`src/rtl/row_clear_engine.sv`:
```
// row_clear_engine
//   Producer side of the CLEAR_ROW handshake. On entry to CLEAR_STATE the
//   settled board is snapshotted. Every full row is removed and the rows above
//   it are compacted downward. The compacted board and the number of removed
//   rows are then published together with a one-cycle done_clear pulse.
//   Only one pass runs per visit to CLEAR_STATE.
//   Board bit index = row*COLS + col. Row 0 is the top row.
//
// Ports
//   clk                 system clock, rising edge
//   rst                 asynchronous, active-high reset
//   game_current_state  top-level game FSM state
//   blocks_exist        current board, sampled only at pass start
//   blocks_exist_clear  compacted board, held until the next pass completes
//   done_clear          one-cycle pulse, result valid
//   lines_cleared       full rows removed in the last completed pass
//   busy                high while a pass is scanning or shifting
module row_clear_engine #(
  parameter int         ROWS        = 20,
  parameter int         COLS        = 10,
  parameter logic [2:0] CLEAR_STATE = 3'd3
) (
  input  logic                 clk,
  input  logic                 rst,
  input  logic [2:0]           game_current_state,
  input  logic [ROWS*COLS-1:0] blocks_exist,
  output logic [ROWS*COLS-1:0] blocks_exist_clear,
  output logic                 done_clear,
  output logic [4:0]           lines_cleared,
  output logic                 busy
);

  localparam int N  = ROWS * COLS;
  localparam int PW = (ROWS > 1) ? $clog2(ROWS) : 1;

  localparam logic [2:0] S_IDLE  = 3'd0;
  localparam logic [2:0] S_SCAN  = 3'd1;
  localparam logic [2:0] S_SHIFT = 3'd2;
  localparam logic [2:0] S_DONE  = 3'd3;
  localparam logic [2:0] S_WAIT  = 3'd4;

  logic [2:0]    state;
  logic [N-1:0]  board;
  logic [PW-1:0] ptr;
  logic [4:0]    cnt;
  logic          armed;

  logic          in_clear;
  logic          cur_full;
  logic          moved_full;
  logic [PW-1:0] above_row;
  logic [N-1:0]  shifted;

  function automatic logic row_full(input logic [N-1:0] b, input logic [PW-1:0] r);
    return &b[int'(r)*COLS +: COLS];
  endfunction

  function automatic logic [4:0] sat_inc(input logic [4:0] v);
    return (v == 5'd31) ? v : v + 5'd1;
  endfunction

  assign in_clear = (game_current_state == CLEAR_STATE);
  assign cur_full = row_full(board, ptr);

  // The row that a shift brings down to the pointer is checked in the SHIFT
  // cycle itself, using the pre-shift copy one row up. A run of full rows
  // therefore costs exactly one cycle per removed row. When the pointer is at
  // row 0, the incoming row is all zeros and can never be full.
  assign above_row  = (ptr == '0) ? '0 : ptr - 1'b1;
  assign moved_full = (ptr != '0) && row_full(board, above_row);

  always_comb begin
    shifted = board;
    shifted[0 +: COLS] = '0;
    for (int r = 1; r < ROWS; r++) begin
      if (r <= int'(ptr))
        shifted[r*COLS +: COLS] = board[(r-1)*COLS +: COLS];
    end
  end

  assign busy = (state == S_SCAN) || (state == S_SHIFT);

  always_ff @(posedge clk or posedge rst) begin
    if (rst) begin
      state              <= S_IDLE;
      board              <= '0;
      ptr                <= '0;
      cnt                <= '0;
      armed              <= 1'b1;
      blocks_exist_clear <= '0;
      lines_cleared      <= '0;
      done_clear         <= 1'b0;
    end else begin
      done_clear <= 1'b0;
      case (state)
        S_IDLE: begin
          if (in_clear && armed) begin
            board <= blocks_exist;
            ptr   <= PW'(ROWS - 1);
            cnt   <= '0;
            armed <= 1'b0;
            state <= S_SCAN;
          end
        end
        S_SCAN: begin
          if (!in_clear) begin
            armed <= 1'b1;
            state <= S_IDLE;
          end else if (cur_full) begin
            state <= S_SHIFT;
          end else if (ptr == '0) begin
            blocks_exist_clear <= board;
            lines_cleared      <= cnt;
            done_clear         <= 1'b1;
            state              <= S_DONE;
          end else begin
            ptr <= ptr - 1'b1;
          end
        end
        S_SHIFT: begin
          if (!in_clear) begin
            armed <= 1'b1;
            state <= S_IDLE;
          end else begin
            board <= shifted;
            cnt   <= sat_inc(cnt);
            if (moved_full) begin
              state <= S_SHIFT;
            end else if (ptr == '0) begin
              blocks_exist_clear <= shifted;
              lines_cleared      <= sat_inc(cnt);
              done_clear         <= 1'b1;
              state              <= S_DONE;
            end else begin
              ptr   <= ptr - 1'b1;
              state <= S_SCAN;
            end
          end
        end
        S_DONE: begin
          state <= S_WAIT;
        end
        S_WAIT: begin
          if (!in_clear) begin
            armed <= 1'b1;
            state <= S_IDLE;
          end
        end
        default: begin
          state <= S_IDLE;
        end
      endcase
    end
  end

endmodule

```
`config.mk`:
```
export PLATFORM = sky130hd
export DESIGN_NAME = row_clear_engine
export DESIGN_NICKNAME = d
export VERILOG_FILES = /design/src/rtl/row_clear_engine.sv
export SDC_FILE = /design/constraint.sdc
export NUM_CORES = 2
export LEC_CHECK = 0
export BUFFER_PORTS_ARGS = -buffer_cell sky130_fd_sc_hd__buf_4
export CAP_MARGIN = 40
export CORE_AREA = 10 10 223 225
export CTS_CLUSTER_SIZE = 20
export DETAILED_ROUTE_END_ITERATION = 10
export DIE_AREA = 0 0 233 235
export PLACE_DENSITY_LB_ADDON = 0.12
export REMOVE_ABC_BUFFERS = 1
export SETUP_SLACK_MARGIN = 0.2
export SYNTH_ARGS = -nofsm -noshare
export SYNTH_HDL_FRONTEND = slang
export SYNTH_SLANG_ARGS = --single-unit
```
`constraint.sdc`:
```
create_clock -name clk -period 13.4 [get_ports clk]
set_clock_uncertainty 0.2 [all_clocks]
set_input_delay 0.67 -clock clk [delete_from_list [all_inputs] [get_ports clk]]
set_output_delay 0.67 -clock clk [all_outputs]
set_load 0.005 [all_outputs]
```
==> results.txt <==
Standard cell core area -> 45100 sq um
Setup TNS Final -> 0 ns
Initial antenna violation count -> 1
DR pass1 iterations -> 11
Area grow syn2layout -> 21.7%
Cell count of the worst reg-to-reg path -> 12
Tot GR Track Use -> 29.8%
Minimum clock period -> 6.07 ns
Clock slew at the register clock pins of the worst setup and hold paths -> 0.06 ns
Worst setup startpoint -> ptr[1]$_DFFE_PP0P_
Ratio of routed vias to standard cells -> 6.33
Clk Tree Root Cell -> clkbuf_16
Power per cell area -> 96.6 nW/um^2
Worst endpoint required time -> 13.67 ns
Number of buffers and inverters on the critical path -> 4
TritonCTS clock tree -> built
Setup repair after global routing missed its margin -> no
Max transition margin -> 37.2%
Area taken by flip-flops and latches -> 10500 sq um
Most common library cell in the layout ignoring fill and taps -> buf_4
Global-route met2 utilization -> 47.2%
Setup bufs post-CTS -> 0
Type of destination of the critical path -> flop
First-iteration detailed-routing DRC count -> 2757
Count of standard-cell rows -> 78
# diodes -> 0
Tcrit/Tclk final -> 45.3%
Crit-path max cell delay -> 0.88 ns
Resized Gates After CTS -> 0
Critical Path End -> ptr[1]$_DFFE_PP0P_
Most instantiated flip-flop cell in the synthesis netlist -> dfrtp_1
First-pass GRT wire length -> 128000 microns
Met3 Use GR -> 5.20%
Detail Route Antenna Nets -> 0
Non-filler cells, final -> 3194
Number of distinct library cells after synthesis -> 80
Leakage power figure -> 13.7 nW
H-tree Lvls -> 2
Placed cell areas -> 25800 sq um
Setup slack, reg-to-reg -> 7.33 ns
Result of the run -> complete, but fails checks
Layout filler cell count -> 3949
Most Crowded Layer GR -> met2
Startpoint of the worst-slack reg-to-reg timing path -> ptr[1]$_DFFE_PP0P_
Path type of the worst setup path -> flop to flop
I/O pin count -> 412
Initial core utilization -> 49.8%
Final hold violations -> 0
Global placer's final weighted congestion -> 0.976
Area occupied by multi-input gates -> 10400 sq um
MaxCap Viol Count -> 0
Max Slew Vio Count -> 0
Quantity of hold-fixing buffers added after cts -> 0
Insertion delay to the later sink of the worst-skew pair -> 0.58 ns
Async set or reset register ratio after synthesis -> 100%
Remaining DRCs -> 2
Slowest stage cell on the critical path -> dfrtp_2
EDFF count, synth -> 0
Failing checks -> DRC
Vias in the first global route -> 20000
Category of cells accounting for the largest share of critical-path delay -> buffers and inverters
Final net count -> 2774
Worst supply voltage drop on vdd -> 0.000103 V
Maximum net fanout on the critical path -> 42
Post-layout power -> 0.00264 W
Total clock sinks -> 420
Average instance area after synthesis -> 10.1 sq um
YS warnings -> 0
Estimated wirelength of the detail-placed design -> 61200 microns
Clock buffer count from CTS -> 46
Actual slew at the worst max-slew pin -> 0.942 ns
Final routed wire length divided by cell count -> 26.4 microns
Maximum number of pins on one net before global-route repair -> 169
Count of mapped cells out of synthesis -> 2226
Post-Place Cells -> 3115
Overflow left after global routing -> 0
Combined area of all synthesized cells -> 22400 sq um
Height of the chip -> 235 microns
Total number of cells along the worst setup path -> 12
Ordered cell list for the critical path -> buf_4 > inv_1 > ha_2 > buf_4 > inv_1 > nand2_1 > a311oi_1 > nor3_1 > o22ai_1 > nor4_4 > or2_4 > mux2_4
GRT met1 Usage -> 41.3%
Max Clock Freq -> 0.165 GHz
Highest-count cells in the layout ignoring fill and taps -> 448 x buf_4, 417 x dfrtp_1, 291 x nand2_1
Via count -> 20200
Flops & latches, synth -> 420
Arrival time reported for the critical path endpoint -> 6.34 ns
Input/output buffers -> 411
Kind of launch point of the worst setup path -> flop
Area of all placed cells without fillers -> 27300 sq um
Width of the die -> 233 microns
Portion of the post-synthesis area used by sequential elements -> 46.8%
Area of the die -> 54800 sq um
Worst min-delay path category -> input port to asynchronous set/reset pin
End of the worst register-to-register path -> ptr[1]$_DFFE_PP0P_
Total routed wirelength -> 84300 microns
Finish-stage setup viols -> 0
Maximum count of clock buffers along a single path -> 3
Share of final-layout standard cells stronger than drive strength 1 -> 24.2%
sequential cells by signal, indices dropped and copies added, names as in the netlist:
name / count
blocks_exist_clear: 200
ptr: 5
done_clear: 1
lines_cleared: 5
cnt: 5
board: 200
armed: 1
state: 3
logic make-up (layout without fill, tap and decap cells):
| group | after synthesis | in the layout | share of synthesized area [%] |
|---|---|---|---|
| mux | 275 | 275 | 15.0 |
| fa+ha+maj | 6 | 6 | 0.334 |
| xor+xnor | 5 | 5 | 0.195 |
| flops | 420 | 420 | 46.8 |
| simple gates | 531 | 531 | 10.2 |
| buf+inv | 311 | 679 | 6.87 |
| compound gates | 678 | 678 | 20.5 |
where the power goes:
part | internal [W] | switching (W)
logic | 0.0000446 | 0.0000464
registers | 0.00127 | 0
clock network | 0.000752 | 0.000528
total | 0.00206 | 0.000575
routing by layer:
layer  wire [microns]  vias up
li1                 -     8937
met1            34700    10000
met2            39900     1098
met3             7440      156
met4             2220        2
met5               11        -
how the worst min path moves through the flow:
stage,slack (ns),startpoint,endpoint,cells past startpoint
2_1_floorplan,0.27,blocks_exist_clear[0]$_DFFE_PP0P_,blocks_exist_clear[0]$_DFFE_PP0P_,2
3_3_place_gp,0.26,blocks_exist_clear[8]$_DFFE_PP0P_,blocks_exist_clear[8]$_DFFE_PP0P_,2
3_5_place_dp,0.27,blocks_exist_clear[145]$_DFFE_PP0P_,blocks_exist_clear[145]$_DFFE_PP0P_,2
4_1_cts,0.07,blocks_exist[39],board[39]$_DFFE_PP0P_,3
5_1_grt,0.1,blocks_exist[39],board[39]$_DFFE_PP0P_,3
6_report,0.004,rst,done_clear$_DFF_PP0_,2
synthesized netlist by cell type, types with 13 or more instances:
library cell	count	area share (%)
inv_1	138	2.3
a22oi_1	17	0.57
nor2_1	122	2.0
nand3_1	26	0.58
o21ai_0	183	4.1
nor3_1	20	0.45
mux4_2	39	3.9
mux2i_1	220	9.8
nand2_1	291	4.9
buf_6	28	1.4
and3_1	13	0.36
a222oi_1	131	5.8
dfrtp_1	419	47
buf_2	20	0.45
o21ai_2	28	1.1
o21ai_1	47	1.0
clkbuf_1	81	1.4
o22ai_1	66	1.8
a22o_1	17	0.66
a21oi_1	105	2.3
clkbuf_2	15	0.33
cell type report:
type,count,share of cell area [%]
flip-flops and latches,420,38.5
multi-input cells,1495,38.1
repair buffers,461,13.2
clock buffers,68,5.08
well taps,600,2.75
inverters,139,1.94
clock inverters,11,0.417
stage by stage:
step                      worst slack, ns  utilization, %  hold WS, ns
after detailed placement             7.43            57.3        0.269
final                                7.33            60.6      0.00440
after floorplan                     0.840               -        0.273
after CTS                            7.42            60.6       0.0731
after global routing                 7.07            60.6       0.0993
after global placement               7.50            56.6        0.264
(Power assumes the default switching activity.)
